==> config.mk <==
export PLATFORM = sky130hd
export DESIGN_NAME = adder_bist_64
export DESIGN_NICKNAME = d
export VERILOG_FILES = /design/src/rtl/adder_bist_pkg.sv /design/src/rtl/lfsr64_step.sv /design/src/rtl/adder_bist_64.sv
export SDC_FILE = /design/constraint.sdc
export NUM_CORES = 1
export LEC_CHECK = 0
export BUFFER_PORTS_ARGS = -buffer_cell sky130_fd_sc_hd__clkbuf_2
export CORE_MARGIN = 8
export CORE_UTILIZATION = 47
export CTS_CLUSTER_DIAMETER = 100
export DETAILED_ROUTE_END_ITERATION = 7
export GPL_TIMING_DRIVEN = 0
export PLACE_DENSITY = 0.72
export SYNTH_ARGS = -nofsm -noshare
export SYNTH_HDL_FRONTEND = slang
export SYNTH_HIERARCHICAL = 1
export SYNTH_SLANG_ARGS = --single-unit
==> constraint.sdc <==
create_clock -name clk -period 15.7 [get_ports clk]
set_input_delay 0.785 -clock clk [delete_from_list [all_inputs] [get_ports clk]]
set_output_delay 0.785 -clock clk [all_outputs]
set_load 0.01 [all_outputs]
==> src/rtl/adder_bist_pkg.sv <==
// adder_bist_pkg: shared types and constants for the 64-bit adder BIST engine
//   state_t      - controller states (IDLE, LOAD, CHECK, DONE)
//   vec_t        - one test vector {a, b, c_in}
//   LFSR_TAPS    - Galois feedback mask for x^64+x^63+x^61+x^60+1
//   FAIL_NONE    - first_fail value meaning "no failing vector"
//   directed_vec - the four directed vectors by index
package adder_bist_pkg;

   localparam logic [1:0] ST_IDLE  = 2'd0;
   localparam logic [1:0] ST_LOAD  = 2'd1;
   localparam logic [1:0] ST_CHECK = 2'd2;
   localparam logic [1:0] ST_DONE  = 2'd3;

   typedef enum logic [1:0] {
      IDLE  = ST_IDLE,
      LOAD  = ST_LOAD,
      CHECK = ST_CHECK,
      DONE  = ST_DONE
   } state_t;

   typedef struct packed {
      logic [63:0] a;
      logic [63:0] b;
      logic        c_in;
   } vec_t;

   // Right-shifting Galois form: taps 64,63,61,60 land on bits 63,62,60,59.
   localparam logic [63:0] LFSR_TAPS = 64'hD800_0000_0000_0000;
   localparam logic [7:0]  FAIL_NONE = 8'hFF;
   localparam int          N_DIRECTED = 4;

   localparam vec_t DIR_0 = '{a: 64'd3, b: 64'd5, c_in: 1'b0};
   localparam vec_t DIR_1 = '{a: 64'd3, b: 64'd5, c_in: 1'b1};
   localparam vec_t DIR_2 = '{a: '1, b: '1, c_in: 1'b1};
   localparam vec_t DIR_3 = '{a: 64'd0, b: 64'd0, c_in: 1'b0};

   function automatic vec_t directed_vec(input logic [1:0] i);
      return (i == 2'd0) ? DIR_0 :
             (i == 2'd1) ? DIR_1 :
             (i == 2'd2) ? DIR_2 : DIR_3;
   endfunction

endpackage

==> src/rtl/lfsr64_step.sv <==
// lfsr64_step: one combinational step of the 64-bit Galois LFSR
//   state - current LFSR value
//   next  - value after one shift
module lfsr64_step
   import adder_bist_pkg::*;
(
   input  logic [63:0] state,
   output logic [63:0] next
);

   assign next = (state >> 1) ^ (state[0] ? LFSR_TAPS : 64'd0);

endmodule

==> src/rtl/adder_bist_64.sv <==
// adder_bist_64: self-checking BIST engine for an external 64-bit adder
//   clk, rst               - clock, async active-high reset
//   start                  - begin a run (honoured in IDLE/DONE only)
//   a_o, b_o, c_in_o       - operands driven to the adder under test
//   sum_i, c_out_i         - adder result sampled back
//   busy, done, pass       - run status; pass valid while done
//   err_count, first_fail  - mismatch count (saturating) and first failing index
//   vec_idx                - index of the current vector
module adder_bist_64
   import adder_bist_pkg::*;
#(
   parameter int          N_RANDOM  = 12,
   parameter logic [63:0] LFSR_SEED = 64'hACE1_0000_0000_BEEF
) (
   input  logic        clk,
   input  logic        rst,
   input  logic        start,
   output logic [63:0] a_o,
   output logic [63:0] b_o,
   output logic        c_in_o,
   input  logic [63:0] sum_i,
   input  logic        c_out_i,
   output logic        busy,
   output logic        done,
   output logic        pass,
   output logic [7:0]  err_count,
   output logic [7:0]  first_fail,
   output logic [7:0]  vec_idx
);

   // An all-zero LFSR would lock up, so a zero seed is promoted to 1.
   localparam logic [63:0] SEED     = (LFSR_SEED == 64'd0) ? 64'd1 : LFSR_SEED;
   localparam logic [7:0]  LAST_IDX = 8'(N_DIRECTED + N_RANDOM - 1);

   state_t      state;
   logic [63:0] lfsr;
   logic [63:0] step1;
   logic [63:0] step2;
   logic [64:0] golden;
   logic        mismatch;
   logic        is_random;
   vec_t        dvec;

   // Two steps per random vector: step1 feeds a, step2 feeds b and c_in.
   lfsr64_step u_step1 (.state(lfsr),  .next(step1));
   lfsr64_step u_step2 (.state(step1), .next(step2));

   assign golden    = {1'b0, a_o} + {1'b0, b_o} + {64'd0, c_in_o};
   assign mismatch  = golden != {c_out_i, sum_i};
   assign is_random = vec_idx >= 8'(N_DIRECTED);
   assign dvec      = directed_vec(vec_idx[1:0]);

   assign busy = (state == LOAD) || (state == CHECK);
   assign done = state == DONE;
   assign pass = done && (err_count == 8'd0);

   always_ff @(posedge clk or posedge rst) begin
      if (rst) begin
         state      <= IDLE;
         lfsr       <= SEED;
         a_o        <= 64'd0;
         b_o        <= 64'd0;
         c_in_o     <= 1'b0;
         err_count  <= 8'd0;
         first_fail <= FAIL_NONE;
         vec_idx    <= 8'd0;
      end else begin
         case (state)
            IDLE, DONE: begin
               if (start) begin
                  state      <= LOAD;
                  lfsr       <= SEED;
                  err_count  <= 8'd0;
                  first_fail <= FAIL_NONE;
                  vec_idx    <= 8'd0;
               end
            end
            LOAD: begin
               a_o    <= is_random ? step1    : dvec.a;
               b_o    <= is_random ? step2    : dvec.b;
               c_in_o <= is_random ? step2[0] : dvec.c_in;
               lfsr   <= is_random ? step2    : lfsr;
               state  <= CHECK;
            end
            default: begin
               if (mismatch) begin
                  err_count  <= (err_count == 8'hFF) ? err_count : err_count + 8'd1;
                  first_fail <= (first_fail == FAIL_NONE) ? vec_idx : first_fail;
               end
               state   <= (vec_idx == LAST_IDX) ? DONE : LOAD;
               vec_idx <= (vec_idx == LAST_IDX) ? vec_idx : vec_idx + 8'd1;
            end
         endcase
      end
   end

endmodule

==> Word-level counts from Yosys, hierarchy flattened <==
Index checks and enable logic that the tools add are counted.
{ "classes": {"n_addsub": 4, "mul": 0, "div": 0, "order_cmp": 1, "n_eq_ne": 13, "shift": 0, "muxes": 24, "bitwise_logic": 3, "reduce_logical": 13} }
{ "ops": {"columns": ["operator", "n"], "rows": [
  ["2-to-1 mux 129 bit", 3],
  ["2-to-1 mux 64 bit", 6],
  ["one-hot mux 64 bit (2 select lines)", 1],
  ["XOR 63 x 64 -> 64 bit", 2],
  ["adder 64 x 64 -> 65 bit", 1],
  ["adder 65 x 1 -> 65 bit", 1],
  ["!= test 65 bit", 1],
  ["2-to-1 mux 8 bit", 7],
  ["one-hot mux 8 bit (2 select lines)", 3],
  ["adder 8 x 1 -> 8 bit, second input constant", 2],
  ["== test 8 bit, second input constant", 2],
  ["== test 8 x 4 -> 1 bit, second input constant", 1],
  [">= comparator 8 x 3 -> 1 bit, second input constant", 1],
  ["zero test 8 bit", 1],
  ["AND reduction 4 bit", 2],
  ["== test 2 bit, second input constant", 3],
  ["AND reduction 3 bit", 2],
  ["nonzero test 2 bit", 3],
  ["== test 2 x 1 -> 1 bit, second input constant", 2],
  ["zero test 2 bit", 2],
  ["2-to-1 mux 2 bit", 2],
  ["!= test 2 x 1 -> 1 bit, second input constant", 2],
  ["!= test 2 bit, second input constant", 2],
  ["one-hot mux 2 bit (2 select lines)", 1],
  ["5 further kinds", 5]
]} }
{ "totals": {"regBits": 219, "latchBits": 0, "mem_bits_rw": 0, "mem_bits_ro": 0, "output_inout_bits": 156, "elab_cells": 66, "memories": 0} }

==> Longest topological paths before layout <==
Gate-level depths: netlist (run 1).
{ "logic_depth": {"word_depth": 6, "mapped_depth": 17} }

==> By module <==
The synthesis (run 1) kept the hierarchy.
{ "by_module_without_submodules": {"columns": ["module", "instances", "cells_per_inst", "area_each_um2"], "rows": [
  ["adder_bist_64", 1, 1992, 15396.0],
  ["lfsr64_step", 2, 64, 484.2]
]} }

==> Worst setup path before layout (run 1) <==
No wires, ideal clock.
{ "synth_timing": {"path_type": "flip-flop to flip-flop", "startpoint": "register a_o[0]", "endpoint": "register err_count[7]", "setup_ns": 0.126, "arrival_ns": 4.412, "required_ns": 15.574, "setup_slack_ns": 11.162, "path_stages_with_launch": 17, "synth_period_minus_slack_ns": 4.538, "path_cell_list": "dfrtp_1 -> inv_1 -> fa_1 -> inv_1 -> fa_1 -> a21o_1 -> a221o_1 -> a41oi_1 -> nand2_1 -> xnor2_1 -> or4_1 -> or4_1 -> or4_4 -> nor4_4 -> buf_6 -> nor2_1 -> o32a_1"} }
{ "synth_via": {"elab_chain_len": 5} }
{ "synth_rtl": {"columns": ["element", "line_no", "source"], "rows": [
  ["start, declared", "adder_bist_64.sv:18", "output logic [63:0] a_o,"],
  ["start signal, assigned", "adder_bist_64.sv:79", "a_o <= is_random ? step1 : dvec.a;"],
  ["adder 64 x 64 -> 65 bit", "adder_bist_64.sv:48", "assign golden = {1'b0, a_o} + {1'b0, b_o} + {64'd0, c_in_o};"],
  ["adder 65 x 1 -> 65 bit", "adder_bist_64.sv:48", null],
  ["!= test 65 bit", "adder_bist_64.sv:49", "assign mismatch = golden != {c_out_i, sum_i};"],
  ["nonzero test 2 bit (no line)", null, null],
  ["AND reduction 4 bit (no line)", null, null],
  ["end signal, assigned", "adder_bist_64.sv:87", "err_count <= (err_count == 8'hFF) ? err_count : err_count + 8'd1;"],
  ["end, declared", "adder_bist_64.sv:26", "output logic [7:0] err_count,"]
]} }
No other way between the ends.
A chain may end at the register's enable or synchronous reset.

==> Worst setup path after layout (run 1) <==
{ "layout_timing": {"startpoint": "register a_o[37]", "endpoint": "register first_fail[6]"} }
{ "layout_via": {"elab_chain_len": 5} }
{ "layout_rtl": {"columns": ["element", "line_no", "source"], "rows": [
  ["adder 64 x 64 -> 65 bit", "adder_bist_64.sv:48", null],
  ["adder 65 x 1 -> 65 bit", "adder_bist_64.sv:48", null],
  ["!= test 65 bit", "adder_bist_64.sv:49", null],
  ["nonzero test 2 bit (no line)", null, null],
  ["AND reduction 4 bit (no line)", null, null],
  ["end signal, assigned", "adder_bist_64.sv:88", "first_fail <= (first_fail == FAIL_NONE) ? vec_idx : first_fail;"],
  ["end, declared", "adder_bist_64.sv:27", "output logic [7:0] first_fail,"]
]} }
No other way between the ends.

==> run summary, run 1 <==
Ant diodes = 0
Final setup TNS = 0 ps
Sequential-to-total area share from yosys stat = 0.337
Ys Warns = 6
Core area = 34500 um2
Wirelength per Cell = 24.7 um
CP max stage cell = a21oi_1
Worst setup SP type = register
DP HPWL = 56500 um
Max Slew Vio Count = 0
Final worst path period share = 0.362
Remaining DRCs = 0
Die Y-Extent = 203 um
Vias in the first global route = 17.3k
Asr flop ratio synth = 1.00
Layout cells sized above 1 = 0.179
Max-Cap Viols = 0
Number of synthesized flops with an enable pin = 0
Post-route ant nets = 0
Routed wire length = 70300 um
PortBufs = 223
CP required = 16180 ps
Largest net degree at the start of global routing = 128
Area after DPL = 18100 um2
Multi-input gate area = 9320 um2
Initial Util = 0.475
Root buffer cell = clkbuf_16
Crit path kind = reg -> reg
Status = finished, final reports clean
Netlist Area Pre-Place = 16400 um2
Die ar. = 41000 um2
Sequential cell area = 5520 um2
Post-synth top cells = 397 x a21oi_1, 286 x nor2_1, 219 x nand2_1, 190 x dfrtp_1, 122 x buf_4
Count leader, synth = a21oi_1
Critical Path Fanout Max = 7
Top FF cell, synth = dfrtp_1
DR vias = 17.5k
Share of the synthesized area in the top cell type = 0.291
Hold Buf Count CTS = 0
DR vias/cell = 6.16
Area grow syn2layout = 15.6%
GP Congestion = 1.05
Worst Skew = 26.9 ps
Post-CTS sizing = 0
CTS tree = done
Peak Freq = 0.176 GHz
H-tree lvl count = 1
Worst EP arrival = 6160 ps
Post-layout min period = 5690 ps
RSZ-0062 raised after global routing = no
#FFs+latches synth = 219
Syn_nets = 2263
CP max stage delay = 810 ps
DRT Pass-1 Iters = 7
Setup bufs post-CTS = 0
Relative slew slack = 0.0327
Cell variety after synth = 76
Fin nets = 2514
CTS Sinks = 219
Top cells by area, synth = dfrtp_1 29%, a21oi_1 12%, nor2_1 6.6%, buf_4 5.6%, ha_1 5.6%
Reg clk slew, reported paths = 60 ps
Critical path, cell by cell = ha_1, clkbuf_1, a21oi_1, o21ai_0, a21oi_1, o22ai_1, nor3_1, o2111ai_1, or4_1, or4_1, or4_4, nor4b_2, or4_1, buf_6, o22a_1
Clock Latency Late Sink = 550 ps
Syn Inst Count = 2120
Final setup violation count = 0
CTS Buf Count = 25
Syn_area_per_cell = 7.72 um2
Area leader, netlist = dfrtp_1
IO Count = 224
Die span in x = 203 um
Initial DRC count = 1783
Worst Hold Class = in -> async
CP dominant cell by count = or4_1
Final Cell Area = 18900 um2
Gr ovfl total = 0
First-pass GRT wire length = 106000 um
CTS max path bufs = 3
Worst-Margin Slew = 1410 ps
CP endpoint kind = register
FP Rows = 68
GRT Overall Usage = 0.330
FILL cells = 3379
Initial antenna violation count = 4
Hold Violations, Final = 0
-- per-stage QoR --
| step | hold WS [ps] | worst slack, ps | instances | utilization |
|---|---|---|---|---|
| detailed placement | 457 | 10170 | 2799 | 0.525 |
| global route | 387 | 9830 | 2844 | 0.549 |
| CTS | 356 | 10130 | 2844 | 0.549 |
| floorplan | 440 | 8970 | 2120 | - |
| finish | 287 | 10010 | 2844 | 0.549 |
| global placement | 449 | 6470 | 2798 | 0.524 |
-- registers in the layout (all words and copies together), names as in the netlist --
name        cells
a_o            64
b_o            64
c_in_o          1
err_count       8
first_fail      8
lfsr           64
state           2
vec_idx         8
-- worst max-delay path, delay by kind of cell, from the launching register on --
kind | cells | cell delay [ps]
AND/OR/NAND/NOR | 6 | 2680
AO/OA/AOI/OAI | 6 | 1920
flip-flops | 1 | 420
buffers and inverters | 2 | 310
adder cells (fa/ha/maj) | 1 | 300
-- worst paths after layout --
path,startpoint,to,slack (ps),cells past startpoint
setup / recovery,a_o[37],first_fail[6],10010,15
hold / removal,rst,a_o[12],290,2
setup reg to reg,a_o[37],first_fail[6],10010,15
hold reg to reg,lfsr[41],lfsr[41],470,2
max in group asynchronous,rst,a_o[44],14290,3
min in group clk,lfsr[41],lfsr[41],470,2
-- routing by layer --
layer  part of all wire  GRT usage  vias up
met5            0.00093          0        -
met4              0.038      0.121       10
met2               0.45      0.525      909
met1               0.42      0.437     8500
li1                   -          -     7964
met3              0.093     0.0671      137
-- cell usage in the layout, fill, tap and decap left out, types with 7 or more instances in the layout --
cell       count
clkbuf_2     223
a21oi_1      397
dfstp_2       29
a211oi_1      13
mux2i_1       13
clkbuf_8       7
o22a_1         9
a21o_1        10
a31oi_1       21
xnor2_1       48
clkbuf_1     120
xor2_1        48
buf_1          9
nor2b_1        7
ha_1          73
a2111oi_0      7
buf_4        122
o211ai_1      17
o21a_1        16
or4_1          8
dfrtp_1      190
nand3_1       78
o21ai_1       14
and3_1        17
nor4_1        17
o31ai_1       11
inv_1         34
nand4_1       57
nor3_1        30
clkbuf_16     25
a22oi_1        8
nand2b_1      11
nand2_1      219
o21ai_0       76
nor2_1       285
o2111ai_1      7
-- final cells by class --
type                            count  area share
Buffer                            244      0.0738
Tap cell                          455      0.0301
Clock buffer                       42      0.0402
Inverter                           35     0.00734
Timing Repair Buffer              224      0.0605
Clock inverter                      3     0.00344
Multi-Input combinational cell   1622       0.493
Sequential cell                   219       0.292
-- cell families (layout without fill, tap and decap cells) --
family,count (synthesis),in the layout,share of synthesized area
flip-flops,219,219,0.337
buffers and inverters,279,548,0.0934
AO/OA/AOI/OAI,672,672,0.240
XOR/XNOR,96,96,0.0514
AND/OR/NAND/NOR,766,766,0.212
adder cells (fa/ha/maj),75,75,0.0583
multiplexers,13,13,0.00795
Power of run 1 is not shown: default switching activity piles up to over one toggle a cycle in this logic, so the estimate is an artifact.
==> run 2: changes to the inputs <==
--- a/config.mk
+++ b/config.mk
@@ -11,7 +11,7 @@
 export CTS_CLUSTER_DIAMETER = 100
 export DETAILED_ROUTE_END_ITERATION = 7
 export GPL_TIMING_DRIVEN = 0
-export PLACE_DENSITY = 0.72
+export PLACE_DENSITY = 0.75
 export SYNTH_ARGS = -nofsm -noshare
 export SYNTH_HDL_FRONTEND = slang
 export SYNTH_HIERARCHICAL = 1
==> constraint.sdc (replaced) <==
create_clock -name clk -period 4.78 [get_ports clk]
set_input_delay 0.239 -clock clk [delete_from_list [all_inputs] [get_ports clk]]
set_output_delay 0.239 -clock clk [all_outputs]
set_load 0.01 [all_outputs]
==> run 2 against run 1 <==
Effect of this change: the run now ends with negative setup slack left; critical path depth shrank 1; sequential share of layout area shrank 0.53 points; flip-flop and latch count is the same.
==> run summary, run 2 (same netlist as run 1, synthesis figures left out) <==
Hold Violations, Final = 0 (unchanged)
CP dominant cell by count = a21oi_1
Gr busiest metal = met2
Largest regs = a_o: 64 flops, b_o: 64 flops, lfsr: 64 flops
Top delay family on crit path = compound AO/OA/AOI/OAI gates
DR vias = 17.8k (+1.8%)
Worst Hold Class = in -> reg
DP HPWL = 58600 um (+3.7%)
Failing checks = negative setup slack
Worst setup SP type = register
Post-route ant nets = 0 (unchanged)
Worst-Margin Slew = 1230 ps (-181 ps)
Critical path, cell by cell = ha_1, clkbuf_1, a21oi_1, o21ai_0, a221oi_1, a21o_1, a21oi_1, a21oi_1, or4_4, or4_4, nor4b_4, buf_4, o31ai_2, o31ai_1
CP max stage cell = o21ai_0
M2 GR Usage = 0.555 (+0.0300)
Final setup violation count = 16 (+16)
Root buffer cell = clkbuf_16
WP buf/inv = 2 (unchanged)
Worst EP arrival = 5430 ps (-730 ps)
Area grow syn2layout = 17.7%
PortBufs = 223 (unchanged)
DR vias/cell = 6.23 (+1.1%)
Die ar. = 41000 um2 (unchanged)
Crit path kind = reg -> reg
GP Congestion = 1.02 (-2.8%)
Peak Freq = 0.201 GHz (+14%)
Worst Skew = 19.4 ps (-7.48 ps)
Gr ovfl total = 0 (unchanged)
Layout cells sized above 1 = 0.203 (+0.0242)
CP max stage delay = 630 ps (-180 ps)
DRT Pass-1 Iters = 5 (-2)
Remaining DRCs = 0 (unchanged)
CTS Sinks = 219 (unchanged)
CP required = 5240 ps (-10940 ps)
CTS tree = done
Die Y-Extent = 203 um (unchanged)
GRT Overall Usage = 0.343 (+0.0131)
Largest net degree at the start of global routing = 44 (-66%)
Reg clk slew, reported paths = 60 ps (about the same)
Core area = 34500 um2 (unchanged)
Fin nets = 2534 (+0.80%)
Post-layout util = 0.559 (+0.0102)
Commonest non-fill, non-tap cell in the layout = a21oi_1
Max-Cap Viols = 0 (unchanged)
FP Rows = 68 (unchanged)
Routed wire length = 73400 um (+4.5%)
Grt met1 use = 0.454 (+0.0170)
Max Slew Vio Count = 0 (unchanged)
H-tree lvl count = 1 (unchanged)
Initial antenna violation count = 1 (-3)
Status = finished, violations left
CP endpoint kind = register
Wirelength per Cell = 25.6 um (+3.7%)
Initial Util = 0.475 (unchanged)
Clock Latency Late Sink = 560 ps (about the same)
Die span in x = 203 um (unchanged)
Critical Path Fanout Max = 7 (unchanged)
Initial DRC count = 1715 (-3.8%)
First-pass GRT wire length = 110000 um (+3.6%)
RSZ-0062 raised after global routing = yes
Setup ws final = -190 ps (-10200 ps)
Relative slew slack = 0.178 (+0.145)
M3 GR Usage = 0.0618 (-0.00526)
Hold slack final = 118 ps (-169 ps)
Final worst path period share = 1.04 (+0.678)
Ant diodes = 0 (unchanged)
Commonest non-fill, non-tap cells in the layout = 388 x a21oi_1, 281 x nor2_1, 223 x clkbuf_2, 218 x nand2_1, 190 x dfrtp_1
Post-layout min period = 4970 ps (-716 ps)
Vias in the first global route = 17.8k (+3.2%)
CTS max path bufs = 3 (unchanged)
CTS Buf Count = 25 (unchanged)
IO Count = 224 (unchanged)
==> run 2: area by class of cell <==
cell class,instances,area [um2]
fill,3252,15200
multi-input combinational,1622,9510
sequential,219,5520
buffer,243,1390
timing repair buffer,245,1350
clock buffer,36,707
tap,455,569
inverter,35,135
clock inverter,10,85.1
==> run 2: worst register-to-register path, delay by kind of cell (launching register included) <==
family                   cells  cell delay [ps]
buffers and inverters        2              450
AND/OR/NAND/NOR              3             1480
adder cells (fa/ha/maj)      1              280
AO/OA/AOI/OAI                8             2280
flip-flops                   1              400
==> run 2: worst paths after layout <==
check	from	end	slack, ps	cells past startpoint
worst max-delay path	a_o[15]	err_count[2]	-190	14
worst min-delay path	start	state[1]	120	3
worst max register to register	a_o[15]	err_count[2]	-190	14
worst min register to register	lfsr[25]	lfsr[25]	470	2
max in group asynchronous	rst	lfsr[48]	3180	6
min in group asynchronous	rst	b_o[9]	330	3
==> run 2: timing repair <==
item | 4_1_cts | 5_1_grt
hold buffers | 1 | 0
gates resized for setup | 43 | 20
buffers inserted | 11 | 4
cloned | 1 | 0
hold endpoints to repair | 21 | 0
endpoints found under the setup margin | 16 | 16
pin swaps | 27 | 3
==> run 2: metrics by stage <==
step,TNS [ps],setup slack (ps),std cells,cell area [um2]
2_1_floorplan,0,242,2120,16400
3_3_place_gp,-12530,-850,2798,18100
3_5_place_dp,-12670,-871,2803,18200
4_1_cts,-1500,-135,2862,19200
5_1_grt,-3010,-215,2865,19300
6_report,-2640,-190,2865,19300
==> run 2: per-layer routing <==
| metal | share of wire | vias to the layer above |
|---|---|---|
| met4 | 0.038 | 2 |
| met2 | 0.46 | 941 |
| li1 | - | 8011 |
| met1 | 0.42 | 8734 |
| met3 | 0.085 | 147 |
| met5 | 0.00015 | - |
Power of run 2 is left out for the same reason.
==> run 3: changes to the inputs <==
--- a/config.mk
+++ b/config.mk
@@ -5,7 +5,7 @@
 export SDC_FILE = /design/constraint.sdc
 export NUM_CORES = 1
 export LEC_CHECK = 0
-export BUFFER_PORTS_ARGS = -buffer_cell sky130_fd_sc_hd__clkbuf_2
+export BUFFER_PORTS_ARGS = -buffer_cell sky130_fd_sc_hd__buf_4
 export CORE_MARGIN = 8
 export CORE_UTILIZATION = 47
 export CTS_CLUSTER_DIAMETER = 100
==> run 3 against run 2 <==
Effect of this change: the flow still finishes with violations (negative setup slack); setup slack improved by 110 ps; flip-flop and latch count unchanged; global-route usage is 0.074 points lower; critical path depth up 4; clock skew is 4.7 ps higher; first-iteration DRC count rose by 3.1%; highest routed layer unchanged; clock-buffer cell count rose by 5; non-clock buffer count increased by 6; sequential share of layout area shrank 1.0 points; core utilization is 2.1 points higher; die area is the same; register-to-register slack better by 110 ps.
==> run summary, run 3 (same netlist as run 1, synthesis figures left out) <==
Hold path start = start
CTS max path bufs = 3 (unchanged)
FILL cells = 3164 (-2.7%)
Die ar. = 41000 um2 (unchanged)
Core area = 34500 um2 (unchanged)
First-pass GRT wire length = 109000 um (-0.37%)
Gr busiest metal = met2
Worst Hold Class = in -> reg
Reg clk slew, reported paths = 60 ps (about the same)
Critical path, cell by cell = inv_2, fa_2, inv_2, fa_2, a21o_1, a221o_2, a211oi_4, o21ai_4, mux2i_1, o21ai_2, or4_4, or4_4, or4_4, nor4_4, buf_6, buf_6, nor2_2, o22a_1
Worst-Margin Slew = 1270 ps (+39.4 ps)
CTS tree = done
M2 GR Usage = 0.547 (-0.00803)
DR vias/cell = 6.20 (-0.43%)
Worst Skew = 24.1 ps (+4.66 ps)
CP dominant cell by count = or4_4
PortBufs = 223 (unchanged)
Initial antenna violation count = 1 (unchanged)
Grt met1 use = 0.449 (-0.00547)
Worst setup path end = err_count[6]
Routed wire length = 73000 um (-0.56%)
H-tree lvl count = 1 (unchanged)
WP buf/inv = 4 (+2)
Initial Util = 0.475 (unchanged)
Area grow syn2layout = 22.1%
Vias in the first global route = 17.7k (-0.60%)
Area after DPL = 18700 um2 (+3.1%)
DP HPWL = 58500 um (-0.25%)
GRT Overall Usage = 0.342 (-0.000742)
Post-route ant nets = 0 (unchanged)
Max Slew Vio Count = 0 (unchanged)
DRT Pass-1 Iters = 7 (+2)
Post-layout min period = 4860 ps (-109 ps)
Fin nets = 2540 (+0.24%)
Crit path from = b_o[0]
Worst setup SP type = register
Largest net degree at the start of global routing = 42 (-4.5%)
Placed Instances = 2804 (+0.036%)
Root buffer cell = clkbuf_16
RSZ-0062 raised after global routing = yes
Critical Path Fanout Max = 5 (-2)
Hold slack final = 124 ps (+6.50 ps)
R2R Setup Slk = -80 ps (+110 ps)
Final Cell Area = 20000 um2 (+3.7%)
CP max stage cell = or4_4
Largest regs = a_o: 64 flops, b_o: 64 flops, lfsr: 64 flops
Critical R2R Capture = err_count[6]
FP Rows = 68 (unchanged)
Post-layout util = 0.580 (+0.0209)
Die span in x = 203 um (unchanged)
Final setup violation count = 16 (unchanged)
Wirelength per Cell = 25.4 um (-0.81%)
CTS Buf Count = 25 (unchanged)
M3 GR Usage = 0.0728 (+0.0110)
Die Y-Extent = 203 um (unchanged)
CTS Sinks = 219 (unchanged)
Gr ovfl total = 0 (unchanged)
Worst r2r src = b_o[0]
Relative slew slack = 0.151 (-0.0263)
DR vias = 17.8k (-0.19%)
WP depth = 18 (+4)
IO Count = 224 (unchanged)
Top delay family on crit path = simple AND/OR/NAND/NOR gates
CP required = 5220 ps (-20 ps)
Initial DRC count = 1769 (+3.1%)
Failing checks = negative setup slack
Sequential cell area = 5520 um2 (unchanged)
Max-Cap Viols = 0 (unchanged)
CP max stage delay = 550 ps (-80 ps)
Commonest non-fill, non-tap cells in the layout = 383 x a21oi_1, 364 x buf_4, 279 x nor2_1, 218 x nand2_1, 190 x dfrtp_1
Multi-input gate area = 9600 um2 (+0.92%)
Status = finished, violations left
Final worst path period share = 1.02 (-0.0228)
GP Congestion = 0.983 (-4.0%)
Clock Latency Late Sink = 560 ps (about the same)
Final cell count without fillers = 2872 (+0.24%)
Layout cells sized above 1 = 0.211 (+0.00786)
CP endpoint kind = register
Commonest non-fill, non-tap cell in the layout = a21oi_1
Peak Freq = 0.206 GHz (+2.2%)
R2R depth = 18 (+4)
Hold Violations, Final = 0 (unchanged)
Setup ws final = -81.3 ps (+109 ps)
Crit path kind = reg -> reg
Remaining DRCs = 0 (unchanged)
Worst EP arrival = 5300 ps (-130 ps)
## run 3: cell types whose count changed in the layout (fill, tap and decap cells not counted), moves of 3 or more
cell	change
a21oi_1	-5
clkinv_2	-5
clkbuf_2	-223
a21oi_2	+5
buf_4	+228
o21ai_1	+3
buf_6	+3
o21ai_0	-6
## run 3: area by class of cell
cell class | instances | share of cell area
timing repair buffer | 253 | 0.0992
clock buffer | 41 | 0.0373
multi-input combinational | 1622 | 0.480
tap | 455 | 0.0285
antenna | 2 | 0.000250
clock inverter | 4 | 0.00257
buffer | 241 | 0.0689
inverter | 35 | 0.00676
sequential | 219 | 0.276
## run 3: how the worst min path moves through the flow
stage / depth (start not counted) / slack (ps) / end
finish: 3 / 120 / state[1]
global route: 3 / 150 / state[1]
CTS: 3 / 120 / state[0]
detailed placement: 2 / 360 / b_o[7]
global placement: 2 / 450 / lfsr[56]
floorplan: 2 / 440 / lfsr[14]
## run 3: repair_timing
item | in CTS | in global routing
hold buffers | 1 | 0
endpoints found under the hold margin | 20 | 0
setup endpoints to repair | 16 | 16
buffers inserted | 13 | 9
gates resized for setup | 52 | 36
pin swaps | 18 | 14
gates cloned | 1 | 0
## run 3: metrics by stage
step / worst slack [ps] / setup TNS, ps
floorplan: 242 / 0
global placement: -908 / -13050
detailed placement: -860 / -12700
CTS: -66.4 / -659
global route: -167 / -2130
finish: -81.3 / -883
## run 3: tightest hold or removal path, stage by stage
cell      delay, ps
buf_4            70
nand2b_1        220
a21oi_1         100
## run 3: metal layers
layer,up-vias,part of all wire
li1,8008,-
met1,8681,0.41
met2,955,0.46
met3,155,0.095
met4,2,0.042
met5,-,0.00022
Power of run 3 is left out for the same reason.
